File: config.mk
export PLATFORM = sky130hd
export DESIGN_NAME = pmem_loader
export DESIGN_NICKNAME = d
export VERILOG_FILES = /design/src/rtl/pmem_loader.sv
export SDC_FILE = /design/constraint.sdc
export NUM_CORES = 1
export LEC_CHECK = 0
export BUFFER_PORTS_ARGS = -buffer_cell sky130_fd_sc_hd__buf_2
export CORE_UTILIZATION = 45
export CTS_CLUSTER_SIZE = 25
export DETAILED_ROUTE_END_ITERATION = 10
export GPL_TIMING_DRIVEN = 0
export MAX_ROUTING_LAYER = met4
export PLACE_DENSITY = 0.73
export SLEW_MARGIN = 15
export SYNTH_ARGS = -nofsm -noshare
export SYNTH_HDL_FRONTEND = slang
export SYNTH_SLANG_ARGS = --single-unit
File: constraint.sdc
create_clock -name clk_i -period 5 [get_ports clk_i]
set_input_delay 0.25 -clock clk_i [delete_from_list [all_inputs] [get_ports clk_i]]
set_output_delay 0.25 -clock clk_i [all_outputs]
set_load 0.005 [all_outputs]
File: src/rtl/pmem_loader.sv
// pmem_loader: packs a host byte stream into 12-bit instruction words and writes
// them to program memory at sequential addresses while the control unit holds LOAD.
//
// Word format (two bytes, low byte first):
//   byte1 = instr[7:0]
//   byte2 = {tag[3:0], instr[11:8]}; tag 0 = normal word, tag F = end of program,
//           any other tag = format error (word dropped).
//
// Ports:
//   clk_i          system clock, rising edge
//   rst_i          asynchronous active-high reset
//   pmem_le_i      load enable from the control unit's LOAD state
//   in_data_i      host byte
//   in_valid_i     in_data_i is valid
//   in_ready_o     byte accepted on an edge where in_valid_i && in_ready_o
//   pmem_addr_o    program memory write address
//   pmem_wdata_o   instruction word to write
//   pmem_we_o      one-cycle write strobe
//   word_count_o   words written in the current load (saturates at DEPTH)
//   load_done_o    sticky: end marker seen or memory full
//   fmt_err_o      sticky: at least one word carried an illegal tag
module pmem_loader #(
   parameter int unsigned ADDR_W = 8,
   parameter int unsigned DEPTH  = 256
) (
   input  logic              clk_i,
   input  logic              rst_i,
   input  logic              pmem_le_i,
   input  logic [7:0]        in_data_i,
   input  logic              in_valid_i,
   output logic              in_ready_o,
   output logic [ADDR_W-1:0] pmem_addr_o,
   output logic [11:0]       pmem_wdata_o,
   output logic              pmem_we_o,
   output logic [ADDR_W:0]   word_count_o,
   output logic              load_done_o,
   output logic              fmt_err_o
);

   typedef enum logic [2:0] {StIdle, StLo, StHi, StWrite, StDone} state_e;

   localparam logic [ADDR_W:0] DepthCnt = (ADDR_W+1)'(DEPTH);
   localparam logic [3:0]      TagWord  = 4'h0;
   localparam logic [3:0]      TagEnd   = 4'hF;

   state_e              state_q;
   logic                le_q;
   logic [7:0]          byte1_q;
   logic [ADDR_W-1:0]   addr_q;
   logic [11:0]         wdata_q;
   logic                we_q;
   logic [ADDR_W:0]     count_q;
   logic                done_q;
   logic                err_q;

   logic                xfer;
   logic [ADDR_W:0]     count_inc;

   // Ready drops combinationally with the load enable so no byte slips in on abort.
   assign in_ready_o = pmem_le_i && ((state_q == StLo) || (state_q == StHi));
   assign xfer       = in_valid_i && in_ready_o;
   assign count_inc  = count_q + 1'b1;

   always_ff @(posedge clk_i or posedge rst_i) begin
      if (rst_i) begin
         state_q <= StIdle;
         le_q    <= 1'b0;
         byte1_q <= '0;
         addr_q  <= '0;
         wdata_q <= '0;
         we_q    <= 1'b0;
         count_q <= '0;
         done_q  <= 1'b0;
         err_q   <= 1'b0;
      end else begin
         le_q <= pmem_le_i;
         we_q <= 1'b0;
         case (state_q)
            StIdle: begin
               if (pmem_le_i && !le_q) begin
                  // Rising edge of the load enable: start a fresh load.
                  addr_q  <= '0;
                  count_q <= '0;
                  done_q  <= 1'b0;
                  err_q   <= 1'b0;
                  state_q <= StLo;
               end else if (pmem_le_i && !done_q) begin
                  state_q <= StLo;
               end
            end
            StLo: begin
               if (!pmem_le_i) begin
                  byte1_q <= '0;
                  state_q <= StIdle;
               end else if (xfer) begin
                  byte1_q <= in_data_i;
                  state_q <= StHi;
               end
            end
            StHi: begin
               if (!pmem_le_i) begin
                  byte1_q <= '0;
                  state_q <= StIdle;
               end else if (xfer) begin
                  byte1_q <= '0;
                  if (in_data_i[7:4] == TagWord) begin
                     wdata_q <= {in_data_i[3:0], byte1_q};
                     we_q    <= 1'b1;
                     state_q <= StWrite;
                  end else if (in_data_i[7:4] == TagEnd) begin
                     done_q  <= 1'b1;
                     state_q <= StDone;
                  end else begin
                     err_q   <= 1'b1;
                     state_q <= StLo;
                  end
               end
            end
            StWrite: begin
               // Strobe always completes; address wraps naturally at DEPTH = 2**ADDR_W.
               addr_q  <= addr_q + 1'b1;
               count_q <= count_inc;
               if (count_inc == DepthCnt) begin
                  done_q  <= 1'b1;
                  state_q <= pmem_le_i ? StDone : StIdle;
               end else begin
                  state_q <= pmem_le_i ? StLo : StIdle;
               end
            end
            StDone: begin
               if (!pmem_le_i) begin
                  state_q <= StIdle;
               end
            end
            default: state_q <= StIdle;
         endcase
      end
   end

   assign pmem_addr_o  = addr_q;
   assign pmem_wdata_o = wdata_q;
   assign pmem_we_o    = we_q;
   assign word_count_o = count_q;
   assign load_done_o  = done_q;
   assign fmt_err_o    = err_q;

endmodule
==> metrics <==
outcome=completed; Power Density=275.5 nW/um^2; layout cell share with drive strength beyond 1=0.3020; # rows=24; WP data required=5.18 ns; initial DRC count=82; leading cell types by total area after synthesis=dfrtp_1 51%, mux2_4 6.3%, o21ai_0 4.9%; # DRC=0; final setup margin=3.256 ns; placed cells=298; ys flop type=dfrtp_1; Yosys reg bits=44; Placer Congestion=0.8068; average via count per standard cell=5.567; area leader, netlist=dfrtp_1; Filler cells=389; fin crit share=0.3487; Layout Cells excl Fill=307; commonest non-fill, non-tap cell in the layout=buf_2; vias in the first global route=1631; area of the multi-input gates=970.9 sq um; Clock Tree Buf Depth=2; Worst Path Max Fanout=10; Mapped Area=2151 sq um; reg2reg path depth=6; DP Wirelength=3131 um; Worst-Skew Late Latency=0.29 ns; fin. max-slew vios=0; Slew HR=0.6320; antenna violations before repair=0; Post-synth ARST share=1.000; H-tree depth=2; total global-route track usage=0.1949; Die ar.=5060 sq um; share of the synthesized area in the top cell type=0.5119; syn_nets=216; crit end category=flop; WP data arrival=1.92 ns; Fin Hold WS=0.1492 ns; synthesized area per cell=10.70 sq um; first-pass GRT wire length=7424 um; Inserted Clock Buffers=5; IO buf count=44; DR WL/cell=14.07 um; Final ANT Viol Nets=0; post-synth cell types=45; post-place setup slack=3.244 ns; clock slew at reported path FFs=0.08 ns; CTS Sinks=44; CP Launch Type=flop; fmax=573.5 MHz; die height=71.14 um; HP Class=in -> reg; Least-Margin Pin Slew=0.5499 ns; # diodes=0; top-level port count=45; EDFF count, synth=0; Leakage=1.334 nW; DRT Wirelength=4319 um; register area share after synthesis=0.5119; core area=4474 sq um; CTS tree=built; Fin. Hold Viols=0; fin crit period=1.744 ns; maximum vdd drop=102.5 uV; Crit Path Category=reg -> reg; Reg area=1101 sq um; # nets final=269; # setup viols final=0; Initial Util=0.4807; P&R area growth vs syn=19.31%; RSZ-0062 raised after global routing=false; max-cap viol count=0; root buffer cell=clkbuf_8; most frequent cells in the layout=47 x buf_2, 44 x dfrtp_1, 21 x o21ai_0; die width=71.14 um; clk_skew=0.004475 ns; drt pass-1 iters=6; Cells after Synth=201; YS warnings=0; via count=1709; setup TNS=0 ns; worst hold stages=1; largest net degree at the start of global routing=24; Final Util=0.5735; GRT Residual Overflow=0
-- cell families (layout without fill, tap and decap cells) --
logic type               after synthesis  after routing  share of synthesized area
AND/OR/NAND/NOR                       67             67                     0.1739
AO/OA/AOI/OAI                         55             55                     0.1652
flip-flops                            44             44                     0.5119
buffers and inverters                 16             70                    0.03665
multiplexers                          12             12                    0.07853
XOR/XNOR                               4              4                    0.01629
adder cells (fa/ha/maj)                3              3                    0.01745
-- per-stage QoR --
step / power, mW / instance area, sq um
after global routing: 0.7436 / 2566
after CTS: 0.7165 / 2566
after detailed placement: 0.4880 / 2464
after floorplan: 0.4510 / 2151
after global placement: 0.4821 / 2436
final: 0.7070 / 2566
-- path summary, 6_finish.rpt --
| kind | from | to | slack [ns] |
|---|---|---|---|
| setup reg to reg | state_q[2] | pmem_wdata_o[6] | 3.26 |
| hold / removal | pmem_le_i | le_q | 0.15 |
| max in group asynchronous | rst_i | le_q | 4.01 |
| setup / recovery | state_q[2] | pmem_wdata_o[6] | 3.26 |
| min in group asynchronous | rst_i | byte1_q[3] | 0.52 |
| hold reg to reg | pmem_addr_o[7] | pmem_addr_o[7] | 0.48 |
-- area by class of cell --
class / count / area share
multi-input combinational: 141 / 0.3784
clock inverter: 2 / 0.003901
clock buffer: 6 / 0.03218
buffer: 9 / 0.02048
inverter: 7 / 0.01024
timing repair buffer: 46 / 0.1004
sequential: 44 / 0.4291
tap: 52 / 0.02535
-- synth_stat cells (all sizes together), types with 4 or more instances --
| master | number |
|---|---|
| buf | 7 |
| inv | 7 |
| dfrtp | 44 |
| o31ai | 5 |
| o21ai | 22 |
| nand2b | 4 |
| and3 | 4 |
| nor2 | 10 |
| a21oi | 7 |
| a22o | 8 |
| nand2 | 18 |
| nand4 | 5 |
| nand3 | 12 |
| mux2 | 12 |
-- critical path, cell delays in order (launching register included) --
cell and delay (ns):
dfrtp_1 0.37, buf_4 0.16, nand2b_1 0.27, nor3_4 0.27
nand2b_4 0.10, buf_6 0.16, mux2_4 0.30
-- metal layers --
metal,GRT usage,part of all wire,up-vias
met5,-,0,-
met2,0.3013,0.47,47
li1,-,-,844
met1,0.2544,0.47,814
met4,0.05556,0.011,0
met3,0.05128,0.050,4
-- state kept, by name, indices dropped and copies added, names as in the netlist --
name          flops
pmem_wdata_o     12
word_count_o      9
byte1_q           8
pmem_addr_o       8
state_q           3
fmt_err_o         1
le_q              1
load_done_o       1
pmem_we_o         1
-- power by group --
| part | leakage [nW] | internal [mW] | total, mW | switching, mW |
|---|---|---|---|---|
| logic | 0.680 | 0.0379 | 0.0857 | 0.0478 |
| clock network | 0.0510 | 0.110 | 0.227 | 0.117 |
| registers | 0.603 | 0.375 | 0.394 | 0.0193 |
-- repair_timing --
action,4_1_cts,5_1_grt
hold buffers,1,0
buffers inserted,0,0
resized for setup,0,0
hold endpoints to repair,21,0
Power figures use the tool's default switching activity.
